**src/rtl/l1_l2_rr_arbiter.sv**
```systemverilog
// N-port round-robin arbiter between L1 caches and the shared L2 path, with a registered grant.
// Optional per-port performance counters are enabled by L1_L2_ARB_PERF_CNT_EN.
module l1_l2_rr_arbiter #(
  parameter int NUM_PORTS = 2,
  parameter int ADDR_W    = 32,
  parameter int LINE_W    = 256,
  parameter int PTR_W     = $clog2(NUM_PORTS)
) (
  input  logic                        clk,
  input  logic                        rst_n,
  input  logic [NUM_PORTS-1:0]        pmem_read,
  input  logic [NUM_PORTS-1:0]        pmem_write,
  input  logic [NUM_PORTS*ADDR_W-1:0] pmem_addr,
  input  logic [NUM_PORTS*LINE_W-1:0] pmem_wdata,
  output logic [NUM_PORTS-1:0]        pmem_resp,
  output logic [LINE_W-1:0]           pmem_rdata,
  output logic                        mem_read_l2,
  output logic                        mem_write_l2,
  output logic [ADDR_W-1:0]           mem_addr_l2,
  output logic [LINE_W-1:0]           mem_wdata_l2,
  input  logic                        mem_resp_l2,
  input  logic [LINE_W-1:0]           mem_rdata_l2,
  output logic                        l2_access,
  output logic                        l2_resp
`ifdef L1_L2_ARB_PERF_CNT_EN
  ,
  output logic [NUM_PORTS*32-1:0]     perf_grant_cnt,
  output logic [NUM_PORTS*32-1:0]     perf_wait_cnt
`endif
);

  typedef enum logic [1:0] {
    IDLE = 2'd0,
    BUSY = 2'd1,
    DONE = 2'd2
  } state_t;

  state_t               state, state_d;
  logic [PTR_W-1:0]     rr_ptr;
  logic [PTR_W-1:0]     grant;
  logic [PTR_W-1:0]     sel;
  logic [PTR_W-1:0]     cand;
  logic                 sel_valid;
  logic [NUM_PORTS-1:0] req;
  logic [ADDR_W-1:0]    addr_q, sel_addr;
  logic [LINE_W-1:0]    wdata_q, sel_wdata;
  logic                 op_wr_q, sel_wr;
  logic                 busy;
  logic                 xfer_done;

  assign req       = pmem_read | pmem_write;
  assign busy      = (state == BUSY);
  assign xfer_done = busy && mem_resp_l2;

  // Rotating priority: first requester at or above rr_ptr, wrapping modulo NUM_PORTS.
  always_comb begin
    sel_valid = 1'b0;
    sel       = '0;
    cand      = '0;
    for (int unsigned k = 0; k < NUM_PORTS; k++) begin
      cand = PTR_W'((32'(rr_ptr) + k) % NUM_PORTS);
      if (!sel_valid && req[cand]) begin
        sel_valid = 1'b1;
        sel       = cand;
      end
    end
  end

  always_comb begin
    sel_addr  = '0;
    sel_wdata = '0;
    sel_wr    = 1'b0;
    for (int unsigned i = 0; i < NUM_PORTS; i++) begin
      if (sel == PTR_W'(i)) begin
        sel_addr  = pmem_addr[i*ADDR_W +: ADDR_W];
        sel_wdata = pmem_wdata[i*LINE_W +: LINE_W];
        sel_wr    = pmem_write[i];
      end
    end
  end

  always_ff @(posedge clk or negedge rst_n) begin
    if (!rst_n) begin
      state   <= IDLE;
      rr_ptr  <= '0;
      grant   <= '0;
      addr_q  <= '0;
      wdata_q <= '0;
      op_wr_q <= 1'b0;
    end else begin
      state <= state_d;
      if (state == IDLE && sel_valid) begin
        grant   <= sel;
        addr_q  <= sel_addr;
        wdata_q <= sel_wdata;
        op_wr_q <= sel_wr;
      end
      if (xfer_done) begin
        rr_ptr <= (grant == PTR_W'(NUM_PORTS - 1)) ? '0 : grant + 1'b1;
      end
    end
  end

  always_comb begin
    state_d      = state;
    mem_read_l2  = 1'b0;
    mem_write_l2 = 1'b0;
    pmem_resp    = '0;
    case (state)
      IDLE: if (sel_valid) state_d = BUSY;
      BUSY: begin
        mem_read_l2  = !op_wr_q;
        mem_write_l2 = op_wr_q;
        if (mem_resp_l2) state_d = DONE;
        for (int unsigned i = 0; i < NUM_PORTS; i++) begin
          pmem_resp[i] = mem_resp_l2 && (grant == PTR_W'(i));
        end
      end
      DONE:    state_d = IDLE;
      default: state_d = IDLE;
    endcase
  end

  assign mem_addr_l2  = addr_q;
  assign mem_wdata_l2 = wdata_q;
  assign pmem_rdata   = mem_rdata_l2;
  assign l2_access    = mem_read_l2 | mem_write_l2;
  assign l2_resp      = xfer_done;

`ifdef L1_L2_ARB_PERF_CNT_EN
  logic [NUM_PORTS-1:0] waiting;

  // The granted port is only excused from waiting while its transaction is in flight.
  always_comb begin
    waiting = '0;
    for (int unsigned i = 0; i < NUM_PORTS; i++) begin
      waiting[i] = req[i] && !(busy && grant == PTR_W'(i));
    end
  end

  always_ff @(posedge clk or negedge rst_n) begin
    if (!rst_n) begin
      perf_grant_cnt <= '0;
      perf_wait_cnt  <= '0;
    end else begin
      for (int unsigned i = 0; i < NUM_PORTS; i++) begin
        if (pmem_resp[i] && perf_grant_cnt[i*32 +: 32] != '1)
          perf_grant_cnt[i*32 +: 32] <= perf_grant_cnt[i*32 +: 32] + 32'd1;
        if (waiting[i] && perf_wait_cnt[i*32 +: 32] != '1)
          perf_wait_cnt[i*32 +: 32] <= perf_wait_cnt[i*32 +: 32] + 32'd1;
      end
    end
  end
`endif

endmodule

```
**config.mk**
```make
export PLATFORM = sky130hd
export DESIGN_NAME = l1_l2_rr_arbiter
export DESIGN_NICKNAME = d
export VERILOG_FILES = /design/src/rtl/l1_l2_rr_arbiter.sv
export SDC_FILE = /design/constraint.sdc
export NUM_CORES = 1
export LEC_CHECK = 0
export CORE_AREA = 3 3 533 535
export DETAILED_ROUTE_END_ITERATION = 8
export DIE_AREA = 0 0 536 538
export HOLD_SLACK_MARGIN = 0.15
export PLACE_DENSITY_LB_ADDON = 0.05
export SYNTH_ARGS = -nofsm -noshare
export SYNTH_HDL_FRONTEND = slang
export SYNTH_SLANG_ARGS = --single-unit
```
**constraint.sdc**
```tcl
create_clock -name clk -period 1.8 [get_ports clk]
set_input_delay 0.45 -clock clk [delete_from_list [all_inputs] [get_ports clk]]
set_output_delay 0.45 -clock clk [all_outputs]
set_load 0.05 [all_outputs]
```
Yosys cells after proc, flatten, opt, wreduce, memory -nomap -nowiden
Index checks and enable logic that the tools add are counted.

word-level totals
  register bits = 293
  input port bits = 839
  output and inout bits = 550
  logic and storage cells = 43

operators by class
  $add $sub $neg = 2
  $lt $le $gt $ge = 2
  equality and inequality tests = 3
  muxes and demuxes = 18
  bitwise operators = 3
  reduce and logical (&&, ||, !) cells = 9

operators by type and width
  cell                                                  count
  2-to-1 mux 256 bit                                    1
  2-to-1 mux 32 bit                                     1
  2-to-1 mux 1 bit                                      12
  2-to-1 mux 2 bit                                      3
  logical AND 1 bit                                     5
  < comparator 1 x 2 -> 1 bit (second input constant)   2
  != test 2 bit (second input constant)                 2
  one-hot mux 2 bit (2 select lines)                    1
  adder 1 bit (second input constant)                   2
  equality test 2 x 1 -> 1 bit (second input constant)  1
  zero test 1 bit                                       2
  zero test 2 bit                                       1
  bitwise OR 2 bit                                      1
  AND reduction 2 bit                                   1
  inverter 1 bit                                        1
  bitwise OR 1 bit                                      1

Depth between registers and ports, before layout
Gate-level depths: netlist (run 1).

  word-level depth = 9
  mapped depth = 6

Worst setup path after synthesis (run 1)
Ideal clock, no wire load.

  path type = input to output
  start = input mem_resp_l2
  end = output pmem_resp[0]
  data arrival time = 1.744 ns
  data required time = 1.350 ns
  setup slack = -0.394 ns
  cell stages on the path = 2
  path buffers = 0
  cell sequence = and3b_1 nor2b_1

on the way
  cells in the longest elaborated chain, start to end = 2

ends and longest elaborated chain
  element            RTL line  text
  start, declared    21        input logic mem_resp_l2,
  logical AND 1 bit  116       pmem_resp[i] = mem_resp_l2 && (grant == PTR_W'(i));
  2-to-1 mux 2 bit   109       case (state)
  end, declared      15        output logic [NUM_PORTS-1:0] pmem_resp,

No other way between the ends.

Worst setup path after layout (run 1)
  start = register state[1]
  end = output pmem_resp[0]

on the way
  cells in the longest elaborated chain, start to end = 2

ends and longest elaborated chain
  element                       RTL line  text
  start, declared               38        state_t state, state_d;
  start signal, assigned        91        state <= state_d;
  equality test 2 x 1 -> 1 bit  109
  2-to-1 mux 2 bit              109

No other way between the ends.

==> results of run 1 <==
metal layers:
metal  routed length [µm]  vias up  GRT usage [%]  share of wire [%]
met5                   46        -              0              0.029
met4                 5320        8           3.63                3.3
met3                10900      310           2.84                6.9
met2                78600      983           17.7                 49
met1                64100     9647           11.9                 40
li1                     -     8463              -                  -
worst reg2reg max path, cell delays in order, from the launching register on:
cell     delay, ns
dfrtp_1       0.35
o21ba_4       0.17
buf_12        0.14
buf_12        0.16
buf_6         0.18
o21ai_0       0.47
a31oi_1       0.15
synth_stat cells, types with 2 or more instances:
| cell | n |
|---|---|
| dfrtp_1 | 293 |
| o21ai_0 | 290 |
| a21oi_1 | 289 |
| a31oi_1 | 288 |
| nand3_1 | 288 |
| buf_4 | 257 |
| clkbuf_1 | 176 |
| buf_6 | 23 |
| buf_2 | 17 |
| buf_1 | 3 |
| nor2_1 | 3 |
| nor2_2 | 3 |
| and2_1 | 2 |
| and3b_1 | 2 |
| nand2_1 | 2 |
final timing paths:
kind                       slack (ns)  cells past startpoint                       endpoint
max                             -0.45                      4                   pmem_resp[0]
min                              0.24                      2  mem_wdata_l2[175]$_DFFE_PN0P_
max reg2reg                      0.01                      6   mem_wdata_l2[97]$_DFFE_PN0P_
min reg2reg                      0.55                      2   mem_wdata_l2[21]$_DFFE_PN0P_
max in group asynchronous        0.72                      3  mem_wdata_l2[189]$_DFFE_PN0P_
min in group clk                 0.31                      3  mem_wdata_l2[187]$_DFFE_PN0P_
registers in the layout, summed over array words and instances (netlist names):
signal	count
mem_wdata_l2	256
grant	1
mem_addr_l2	32
op_wr_q	1
rr_ptr	1
state	2
cell type report:
type | count | area [µm²] | share of cell area [%]
diodes | 24 | 60.1 | 0.181
clock buffers | 81 | 1560 | 4.71
clock inverters | 14 | 169 | 0.509
inverters | 1 | 3.75 | 0.0113
multi-input cells | 1179 | 6360 | 19.2
flip-flops and latches | 293 | 7340 | 22.1
well taps | 3724 | 4660 | 14.1
repair buffers | 1172 | 13000 | 39.2
power by group:
group	switching, W	internal [W]	total (W)	leakage (nW)
Clock	0.00438	0.00611	0.0105	0.843
Combinational	0.0256	0.0158	0.0414	7.92
Sequential	0.00297	0.0101	0.0131	3.28
Total	0.0330	0.0320	0.0649	12.0
placed cells by master (no fill, tap or decap), types with 2 or more instances in the layout:
cell	count
clkdlybuf4s50_1	581
a21oi_1	289
nand3_1	288
a31oi_1	288
o21ai_0	286
dfrtp_1	284
buf_6	246
buf_4	207
buf_12	95
clkbuf_16	66
diode_2	24
clkbuf_1	15
buf_8	15
clkbuf_8	13
buf_16	12
dfrtp_2	9
clkinv_2	7
nor2_4	4
o21ai_1	4
and2_4	2
nand2_1	2
nor2_1	2
clkinv_16	2
clkinvlp_4	2
bufbuf_16	2
cell families after synthesis:
logic type             count (synthesis)  share of synthesized area, %
flip-flops                           293                          44.2
AND/OR/NAND/NOR                      308                          9.41
AO/OA/AOI/OAI                        871                          28.5
buffers and inverters                478                          17.8
through the flow:
stage / instances / util [%] / TNS, ns
2_1_floorplan: 1950 / - / 0
3_3_place_gp: 6259 / 10.4 / -166.15
3_5_place_dp: 6259 / 10.4 / -158.53
4_1_cts: 6418 / 11.6 / -9.19
5_1_grt: 6474 / 11.9 / -5.64
6_report: 6488 / 11.9 / -3.70
timing repair:
action                                  CTS  global route
hold endpoints to repair                271             0
buffers inserted                         59            33
cloned                                    4            13
hold buffers                              1             0
resized for setup                       286            28
endpoints found under the setup margin  299           209
pin swaps                                 1             4
==> summary.md, run 1 <==
| Metric | Value |
|---|---|
| Kind of cell adding the most delay to the critical path | `simple AND/OR/NAND/NOR gates` |
| Instance area after placement | `approximately 29000 µm²` |
| Estimated wirelength of the detail-placed design | `between 100 and 150 mm` |
| Worst path buffer plus inverter count | `2` |
| Leakage power | `about 12 nW` |
| Ports placed on the boundary | `1389` |
| Wire length reported by the detailed router | `roughly 160 mm` |
| Total Nets Final | `around 3500` |
| Clk sinks | `293` |
| Part of the Yosys area used for sequential elements | `between 40 and 50%` |
| Fraction of synthesis flops using an asynchronous set or reset pin | `100%` |
| Number of global-route vias before repair | `~21000` |
| WP data arrival | `1.80 ns` |
| Proportion of layout cells with a drive suffix above 1 | `25.3%` |
| Row count | `~190` |
| Area growth from synthesis to layout | `100%` |
| Launching element type of the critical path | `flop` |
| Number of buffer cells added on primary ports | `between 800 and 900` |
| Synthesized net count | `between 2000 and 3000` |
| Hold Worst Slack | `around 0.24 ns` |
| Buffer levels on the longest clock path | `3` |
| Timing startpoint of the critical path | `state[1]$_DFFE_PN0P_` |
| Pin count of the biggest net entering global routing | `77` |
| Achievable frequency | `0.444 GHz` |
| Routed via count | `~19000` |
| Start-to-end type of the worst setup path | `flop to primary output` |
| DRC violation total after the first TritonRoute iteration | `around 1000` |
| Tot Pwr | `between 0.06 and 0.07 W` |
| GRT Total Usage | `about a tenth` |
| Global-route wire length before repair | `between 200 and 250 mm` |
| Number of CTS-inserted buffers | `53` |
| Number of antenna violations at the first check in global routing | `81` |
| Crit path max fanout | `4` |
| X dimension of the die | `approximately 540 µm` |
| Netlist Area Pre-Place | `roughly 17000 µm²` |
| Count of different cell masters after synthesis | `29` |
| Pin slew with the least headroom to its limit | `roughly 0.56 ns` |
| Clock tree from TritonCTS | `done` |
| List of cells traversed by the critical path | `buf_6 -> and3b_2 -> nor2b_4 -> buf_12` |
| Crit end category | `primary output` |
| Slew HR | `62.5%` |
| # Max-Cap Violations | `0` |
| Drt drc | `0` |
| Number of nets with antenna violations after detailed routing | `0` |
| Area of the core | `279000 µm²` |
| Longest individual stage delay on the worst path | `~0.38 ns` |
| Synth area leader | `dfrtp_1` |
| Min cycle time layout | `about 2.2 ns` |
| Failing checks | `setup timing` |
| Total number of H-tree levels | `2` |
| Worst slack after detailed placement | `-0.706 ns` |
| Worst-skew pair later-pin latency | `between 0.7 and 0.8 ns` |
| Crit path required time | `approximately 1.4 ns` |
| Setup clock skew after layout | `about 0.068 ns` |
| Overflow left after global routing | `0` |
| Setup repair after global routing missed its margin | `yes` |
| Hold violation count in the final report | `0` |
| Number of filler cells placed in the layout | `32032` |
| DR WL/cell | `~25 µm` |
| Most used DFF post-synth | `dfrtp_1` |
| Detailed-routing iteration count for the pre-antenna-repair pass | `5` |
| Slowest-stage cell, CP | `dfrtp_1` |
| Cell types with the largest area share after synthesis | `dfrtp_1, buf_4, a31oi_1, o21ai_0, a21oi_1` |
| Effective utilization at floorplan | `under 10%` |
| Clk pin slew, worst setup/hold paths | `0.06 ns` |
| Outcome | `finished with violations` |
| Count of final max-slew check failures | `0` |
| Final Cell Area | `~33000 µm²` |
| Routability cong. | `0.729` |
| Die Ht | `538 µm` |
| Pwr Density | `1960 nW/µm²` |
| Detailed-route vias per instance | `roughly 3` |
| Number of register bits inferred by synthesis | `293` |
| Area share of the largest cell type after synthesis | `44.2%` |
| VDD IR max | `approximately 0.00088 V` |
| Count of flip-flops with a built-in enable after synthesis | `0` |
| Final period utilization | `125%` |
| Type of the tightest min-delay check | `input port to async pin` |
| Number of warnings printed during yosys synthesis | `0` |
| Post-synthesis area per instance | `8.50 µm²` |
| Beginning of the worst register-to-register path | `rr_ptr$_DFFE_PN0P_` |
| Setup slack of the critical path after layout | `-0.450 ns` |
| Final setup vio count | `52` |
| Synth Instances | `between 1500 and 2000` |
| CTS root buf | `clkbuf_16` |
| Area enclosed by the die boundary | `288000 µm²` |
Power figures use the tool's default switching activity.
==> inputs of run 2 (changes only) <==
--- a/config.mk
+++ b/config.mk
@@ -6,6 +6,7 @@
 export NUM_CORES = 1
 export LEC_CHECK = 0
 export CORE_AREA = 3 3 533 535
+export CTS_CLUSTER_SIZE = 20
 export DETAILED_ROUTE_END_ITERATION = 8
 export DIE_AREA = 0 0 536 538
 export HOLD_SLACK_MARGIN = 0.15
==> run 2 against run 1 <==
Net effect:
- the run still ends with setup timing left
- critical endpoint unchanged
- die area unchanged
- largest cell class unchanged
- worst hold slack worse by 0.0094 ns
- critical path type unchanged
- fmax down 0.40%
- non-clock buffer count up 26
- final cell count up 0.39%
- first-iteration DRC count down 3.9%
- via count up 0.76%
==> summary.md, run 2 (synthesis results as in run 1) <==
| Metric | Value |
|---|---|
| Setup clock skew after layout | `0.0713 ns (+0.00348 ns)` |
| Min cycle time layout | `2.26 ns (+0.00902 ns)` |
| Internal power | `0.0331 W (+3.4%)` |
| Leading cell type in the layout, fill and taps excluded | `clkdlybuf4s50_1` |
| GRT Total Usage | `10.2% (-0.038 points)` |
| Number of antenna violations at the first check in global routing | `82 (+1.2%)` |
| Longest individual stage delay on the worst path | `0.38 ns (about the same)` |
| Crit path required time | `1.35 ns (about the same)` |
| Detailed-routing iteration count for the pre-antenna-repair pass | `6 (+1)` |
| Setup repair after global routing missed its margin | `yes` |
| Slew HR | `48.2% (-14 points)` |
| Pin slew with the least headroom to its limit | `0.769 ns (+0.212 ns)` |
| Number of global-route vias before repair | `20841 (+0.038%)` |
| Achievable frequency | `0.443 GHz (-0.40%)` |
| Combinational share of power | `63.9% (about the same)` |
| Top Usage Layer GRT | `met2` |
| Max reg flops | `256 (unchanged)` |
| Fraction of met3 tracks used by global routing | `2.88% (+0.036 points)` |
| Global-route wire length before repair | `201 mm (-0.31%)` |
| Launching element type of the critical path | `flop` |
| Number of buffer cells added on primary ports | `876 (unchanged)` |
| Net Sw Frac | `50.2% (-0.54 points)` |
| Beginning of the worst register-to-register path | `rr_ptr$_DFFE_PN0P_` |
| Failing checks | `setup timing` |
| Leakage power | `12.3 nW (+1.9%)` |
| WP data arrival | `1.81 ns (about the same)` |
| VDD IR max | `0.000918 V (+4.5%)` |
| Buffer levels on the longest clock path | `3 (unchanged)` |
| Routability cong. | `0.729 (unchanged)` |
| Final setup vio count | `49 (-5.8%)` |
| Clk sinks | `293 (unchanged)` |
| Row count | `194 (unchanged)` |
| Leading cell types in the layout, fill and taps excluded | `clkdlybuf4s50_1, nand3_1, a31oi_1` |
| Area enclosed by the die boundary | `288000 µm² (unchanged)` |
| Estimated wirelength of the detail-placed design | `121 mm (unchanged)` |
| Proportion of layout cells with a drive suffix above 1 | `26.2% (+0.95 points)` |
| Met1 Use GR | `11.9% (-0.073 points)` |
| Clock tree from TritonCTS | `done` |
| Clock group share of total power | `16.5% (+0.4 points)` |
| Seq. cell area | `7340 µm² (unchanged)` |
| X dimension of the die | `536 µm (unchanged)` |
| DRC violation total after the first TritonRoute iteration | `968 (-3.9%)` |
| Clk pin slew, worst setup/hold paths | `0.06 ns (about the same)` |
| Overflow left after global routing | `0 (unchanged)` |
| Start-to-end type of the worst setup path | `flop to primary output` |
| Final period utilization | `125% (+0.50 points)` |
| Routed via count | `19558 (+0.76%)` |
| Number of nets with antenna violations after detailed routing | `0 (unchanged)` |
| Pwr Density | `1980 nW/µm² (+0.98%)` |
| Drt drc | `0 (unchanged)` |
| Sw Pwr | `0.0334 W (+1.2%)` |
| Met2 GRT Util | `17.6% (-0.085 points)` |
| Number of CTS-inserted buffers | `53 (unchanged)` |
| Pin count of the biggest net entering global routing | `77 (unchanged)` |
| Reg power frac | `19.6% (-0.5 points)` |
| Hold violation count in the final report | `0 (unchanged)` |
| Effective utilization at floorplan | `5.93% (unchanged)` |
| Detailed-route vias per instance | `3.00 (+0.37%)` |
| List of cells traversed by the critical path | `buf_6 -> and3b_2 -> nor2b_4 -> buf_12` |
| Post-route core utilization | `12.0% (+0.16 points)` |
| Timing startpoint of the critical path | `state[1]$_DFFE_PN0P_` |
| Area growth from synthesis to layout | `103%` |
| Number of filler cells placed in the layout | `32003 (-0.091%)` |
| Setup slack of the critical path after layout | `-0.459 ns (-0.00902 ns)` |
| Ports placed on the boundary | `1389 (unchanged)` |
| Setup_tns | `-3.75 ns (-0.0522 ns)` |
| Die Ht | `538 µm (unchanged)` |
| Outcome | `finished with violations` |
| Worst-skew pair later-pin latency | `0.71 ns (about the same)` |
| Area taken by multi-input logic gates | `6370 µm² (+0.24%)` |
| Crit end category | `primary output` |
| Crit path max fanout | `4 (unchanged)` |
| Count of final max-slew check failures | `0 (unchanged)` |
| Area of the core | `279000 µm² (unchanged)` |
| # Max-Cap Violations | `0 (unchanged)` |
| DR WL/cell | `24.7 µm (+0.71%)` |
| CTS root buf | `clkbuf_16` |
| Total number of H-tree levels | `2 (unchanged)` |
| Slowest-stage cell, CP | `dfrtp_1` |
| Wire length reported by the detailed router | `161 mm (+1.1%)` |
| Type of the tightest min-delay check | `input port to async pin` |
| Total Nets Final | `3565 (+0.73%)` |
-- run 2: cell type report --
cell class | count | share of cell area (%)
inverter | 1 | 0.0112
timing repair buffer | 1198 | 39.7
tap | 3724 | 13.9
multi-input combinational | 1179 | 19.0
clock inverter | 16 | 0.685
sequential | 293 | 21.9
antenna | 22 | 0.164
clock buffer | 80 | 4.73
-- run 2: repair_timing --
| item | 4_1_cts | 5_1_grt |
|---|---|---|
| hold endpoints to repair | 276 | 0 |
| pin swaps | 1 | 5 |
| hold buffers | 1 | 0 |
| setup endpoints to repair | 302 | 253 |
| setup buffers | 65 | 50 |
| cloned | 2 | 18 |
| gates resized for setup | 287 | 36 |
-- run 2: metrics by stage --
| stage | hold WS (ns) | worst slack (ns) | power, W | instance area [µm²] | std cells |
|---|---|---|---|---|---|
| finish | 0.233 | -0.459 | 0.0664 | 33600 | 6513 |
| global route | 0.189 | -0.578 | 0.0702 | 33600 | 6501 |
| CTS | 0.163 | -0.576 | 0.0653 | 32500 | 6423 |
| detailed placement | 0.326 | -0.706 | 0.0497 | 29000 | 6259 |
| global placement | 0.331 | -0.757 | 0.0500 | 29000 | 6259 |
| floorplan | 0.154 | 0.0560 | 0.0331 | 16600 | 1950 |
-- run 2: final timing paths --
| path | end | slack (ns) | cells after the start |
|---|---|---|---|
| worst max-delay path | pmem_resp[0] | -0.46 | 4 |
| worst min-delay path | mem_wdata_l2[175]$_DFFE_PN0P_ | 0.23 | 2 |
| worst max register to register | mem_wdata_l2[53]$_DFFE_PN0P_ | 0.02 | 7 |
| worst min register to register | mem_addr_l2[0]$_DFFE_PN0P_ | 0.55 | 2 |
| max in group asynchronous | mem_addr_l2[25]$_DFFE_PN0P_ | 0.74 | 4 |
| min in group clk | mem_wdata_l2[189]$_DFFE_PN0P_ | 0.31 | 3 |
-- run 2: worst max-delay path: cells and delay by family, from the launching register on --
| family | cells | cell delay [ns] |
|---|---|---|
| buf+inv | 2 | 0.27 |
| flops | 1 | 0.38 |
| simple gates | 2 | 0.44 |
-- run 2: routing by layer --
layer	vias to the layer above	share of wire [%]
met4	10	3.5
met2	984	50
met1	9736	40
met5	-	0.032
li1	8515	-
met3	313	7.0
-- run 2: power by group through the flow --
| stage | registers, W | logic, W | clock network (W) |
|---|---|---|---|
| floorplan | 0.0233 | 0.00982 | 0 |
| global placement | 0.0127 | 0.0373 | 0 |
| detailed placement | 0.0126 | 0.0371 | 0 |
| CTS | 0.0131 | 0.0405 | 0.0117 |
| global route | 0.0135 | 0.0449 | 0.0118 |
| finish | 0.0131 | 0.0424 | 0.0110 |
==> inputs of run 3 (changes only) <==
--- a/config.mk
+++ b/config.mk
@@ -5,10 +5,11 @@
 export SDC_FILE = /design/constraint.sdc
 export NUM_CORES = 1
 export LEC_CHECK = 0
-export CORE_AREA = 3 3 533 535
+export ABC_AREA = 1
+export CORE_AREA = 3 3 540 542
 export CTS_CLUSTER_SIZE = 20
 export DETAILED_ROUTE_END_ITERATION = 8
-export DIE_AREA = 0 0 536 538
+export DIE_AREA = 0 0 543 545
 export HOLD_SLACK_MARGIN = 0.15
 export PLACE_DENSITY_LB_ADDON = 0.05
 export SYNTH_ARGS = -nofsm -noshare
==> run 3 against run 2 <==
Net effect:
- the run still ends with setup timing left
- largest cell class unchanged
- final cell count rose by 8.4%
- sequential power fell by 4%
- non-clock buffer count fell by 71
- critical endpoint unchanged
==> summary.md, run 3 <==
| Metric | Value |
|---|---|
| Routed via count | `19012 (-2.8%)` |
| Final Cell Area | `33800 µm² (+0.48%)` |
| Longest individual stage delay on the worst path | `0.39 ns (about the same)` |
| Leading cell types in the layout, fill and taps excluded | `nand2_1, clkdlybuf4s50_1, buf_4` |
| Buffer levels on the longest clock path | `3 (unchanged)` |
| Synth area leader | `dfrtp_1` |
| Worst-skew pair later-pin latency | `0.67 ns (-0.04 ns)` |
| Most used DFF post-synth | `dfrtp_1` |
| Crit path required time | `1.35 ns (about the same)` |
| Ports placed on the boundary | `1389 (unchanged)` |
| Instance area after placement | `31100 µm² (+7.4%)` |
| Fraction of synthesis flops using an asynchronous set or reset pin | `100% (unchanged)` |
| Worst path buffer plus inverter count | `3 (+1)` |
| R2r worst-path depth | `11 (+4)` |
| Synth Instances | `2473 (+27%)` |
| Number of global-route vias before repair | `21210 (+1.8%)` |
| Area enclosed by the die boundary | `296000 µm² (+2.6%)` |
| Number of antenna violations at the first check in global routing | `80 (-2.4%)` |
| Pin slew with the least headroom to its limit | `0.586 ns (-0.183 ns)` |
| Tot Pwr | `0.0637 W (-4.2%)` |
| WP data arrival | `1.62 ns (-0.19 ns)` |
| Number of filler cells placed in the layout | `33310 (+4.1%)` |
| Number of CTS-inserted buffers | `51 (-3.8%)` |
| Row count | `197 (+1.5%)` |
| Number of nets with antenna violations after detailed routing | `0 (unchanged)` |
| Netlist Area Pre-Place | `18100 µm² (+9.1%)` |
| DRC violation total after the first TritonRoute iteration | `864 (-11%)` |
| Cell types with the largest area share after synthesis | `dfrtp_1, nand2_1, nand3b_1, buf_4, nand3_1` |
| Max reg flops | `256 (unchanged)` |
| Sw Pwr | `0.0331 W (-0.80%)` |
| Slew HR | `61.0% (+13 points)` |
| Wire length reported by the detailed router | `157 mm (-2.2%)` |
| Number of register bits inferred by synthesis | `293 (unchanged)` |
| Clock tree from TritonCTS | `done` |
| Number of warnings printed during yosys synthesis | `0 (unchanged)` |
| Proportion of layout cells with a drive suffix above 1 | `19.5% (-6.8 points)` |
| Detailed-routing iteration count for the pre-antenna-repair pass | `5 (-1)` |
| Start-to-end type of the worst setup path | `flop to primary output` |
| Crit end category | `primary output` |
| DR WL/cell | `22.3 µm (-9.7%)` |
| Count of flip-flops with a built-in enable after synthesis | `0 (unchanged)` |
| Net Sw Frac | `52.0% (+1.8 points)` |
| Total Nets Final | `4077 (+14%)` |
| Area of the core | `287000 µm² (+2.9%)` |
| Clock group share of total power | `15.6% (-0.9 points)` |
| Clk pin slew, worst setup/hold paths | `0.06 ns (about the same)` |
| Leading cell type in the layout, fill and taps excluded | `nand2_1` |
| Post-synthesis area per instance | `7.31 µm² (-14%)` |
| Setup clock skew after layout | `0.0132 ns (-0.0581 ns)` |
| Post-route core utilization | `11.7% (-0.28 points)` |
| Combinational share of power | `64.6% (+0.7 points)` |
| Setup slack of the critical path after layout | `-0.268 ns (+0.191 ns)` |
| Global-route wire length before repair | `201 mm (-0.16%)` |
| Reg power frac | `19.8% (+0.2 points)` |
| Final setup vio count | `13 (-73%)` |
| List of cells traversed by the critical path | `inv_2 -> nand2_4 -> nor2_4 -> nand2_2 -> inv_2 -> buf_12` |
| Pwr Density | `1890 nW/µm² (-4.6%)` |
| Detailed-route vias per instance | `2.69 (-10%)` |
| Most numerous cell in the Yosys netlist | `nand2_1` |
| VDD IR max | `0.000801 V (-13%)` |
| Slowest-stage cell, CP | `dfrtp_1` |
| Synthesized net count | `3312 (+19%)` |
| Clk sinks | `293 (unchanged)` |
| Setup_tns | `-1.66 ns (+2.09 ns)` |
| Area share of the largest cell type after synthesis | `40.5% (-3.7 points)` |
| FF-to-FF setup slack | `-0.04 ns (-0.06 ns)` |
| Die Ht | `545 µm (+1.3%)` |
| Number of buffer cells added on primary ports | `876 (unchanged)` |
| Hold violation count in the final report | `0 (unchanged)` |
| Count of different cell masters after synthesis | `18 (-38%)` |
| Leakage power | `15.3 nW (+25%)` |
| # Max-Cap Violations | `0 (unchanged)` |
| Count of final max-slew check failures | `0 (unchanged)` |
| Estimated wirelength of the detail-placed design | `127 mm (+5.2%)` |
| Reg2reg end | `mem_wdata_l2[209]$_DFFE_PN0P_` |
| Setup repair after global routing missed its margin | `yes` |
| Most common library cells after synthesis | `nand2_1, inv_1, dfrtp_1` |
| Part of the Yosys area used for sequential elements | `40.5% (-3.7 points)` |
| Most frequent cell on the critical path | `inv_2` |
| Beginning of the worst register-to-register path | `state[1]$_DFFE_PN0P_` |
| CTS root buf | `clkbuf_16` |
| Achievable frequency | `0.484 GHz (+9.2%)` |
| Effective utilization at floorplan | `6.29% (+0.36 points)` |
| Min cycle time layout | `2.07 ns (-0.191 ns)` |
| GRT Total Usage | `10.0% (-0.14 points)` |
| Drt drc | `0 (unchanged)` |
| Area growth from synthesis to layout | `86.6%` |
| Internal power | `0.0306 W (-7.6%)` |
| Routability cong. | `0.695 (-4.6%)` |
| Failing checks | `setup timing` |
| Pin count of the biggest net entering global routing | `42 (-45%)` |
| Final period utilization | `115% (-11 points)` |
| Type of the tightest min-delay check | `input port to async pin` |
| Kind of cell adding the most delay to the critical path | `flip-flops` |
| Outcome | `finished with violations` |
| Crit path max fanout | `7 (+3)` |
| X dimension of the die | `543 µm (+1.3%)` |
| Total number of H-tree levels | `2 (unchanged)` |
| Hold Worst Slack | `0.390 ns (+0.157 ns)` |
| Overflow left after global routing | `0 (unchanged)` |
| Launching element type of the critical path | `flop` |
-- run 3: cell families after synthesis --
group	share of synthesized area (%)
compound gates	0.159
simple gates	38.3
flops	40.5
buf+inv	21.0
-- run 3: layer usage --
metal | wire (µm) | GRT usage [%] | share of wire (%)
met4 | 6630 | 4.02 | 4.2
met2 | 72100 | 16.4 | 46
met1 | 62800 | 11.4 | 40
met3 | 15400 | 4.42 | 9.8
met5 | 369 | 0 | 0.23
-- run 3: power by group through the flow --
| stage | Combinational, W | Clock [W] | Sequential (W) |
|---|---|---|---|
| 2_1_floorplan | 0.0107 | 0 | 0.0232 |
| 3_3_place_gp | 0.0405 | 0 | 0.0126 |
| 3_5_place_dp | 0.0402 | 0 | 0.0125 |
| 4_1_cts | 0.0415 | 0.0108 | 0.0127 |
| 5_1_grt | 0.0446 | 0.0109 | 0.0131 |
| 6_report | 0.0411 | 0.00995 | 0.0126 |
-- run 3: worst register-to-register path, delay by kind of cell, from the launching register on --
family	cells	cell delay, ns
AND/OR/NAND/NOR	4	0.43
buffers and inverters	7	0.97
flip-flops	1	0.39
-- run 3: repair_timing --
item	in CTS	in global routing
setup endpoints to repair	146	158
setup buffers	12	13
endpoints found under the hold margin	48	0
gates cloned	0	8
pin swaps	1	1
hold buffers	1	0
resized for setup	142	18
-- run 3: how the worst max path moves through the flow --
stage	from	endpoint	slack, ns	cells after the start
after floorplan	state[1]$_DFFE_PN0P_	pmem_resp[0]	-0.12	5
after global placement	pmem_write[0]	mem_wdata_l2[103]$_DFFE_PN0P_	-0.77	8
after detailed placement	pmem_write[0]	mem_wdata_l2[103]$_DFFE_PN0P_	-0.82	8
after CTS	state[1]$_DFFE_PN0P_	pmem_resp[0]	-0.37	6
after global routing	state[1]$_DFFE_PN0P_	pmem_resp[0]	-0.40	6
final	state[1]$_DFFE_PN0P_	pmem_resp[0]	-0.27	6
-- run 3: cell type report --
cell class,count,area (µm²),share of cell area [%]
tap,3781,4730,14.0
inverter,300,1130,3.34
timing repair buffer,1127,11900,35.3
antenna,13,32.5,0.0964
clock inverter,1,30.0,0.0890
sequential,293,7340,21.7
clock buffer,79,1520,4.51
multi-input combinational,1465,7060,20.9
-- run 3: metrics by stage --
stage / setup slack [ns] / std cells
after floorplan: -0.122 / 2473
after global placement: -0.770 / 6932
after detailed placement: -0.820 / 6932
after CTS: -0.368 / 7025
after global routing: -0.400 / 7048
final: -0.268 / 7059
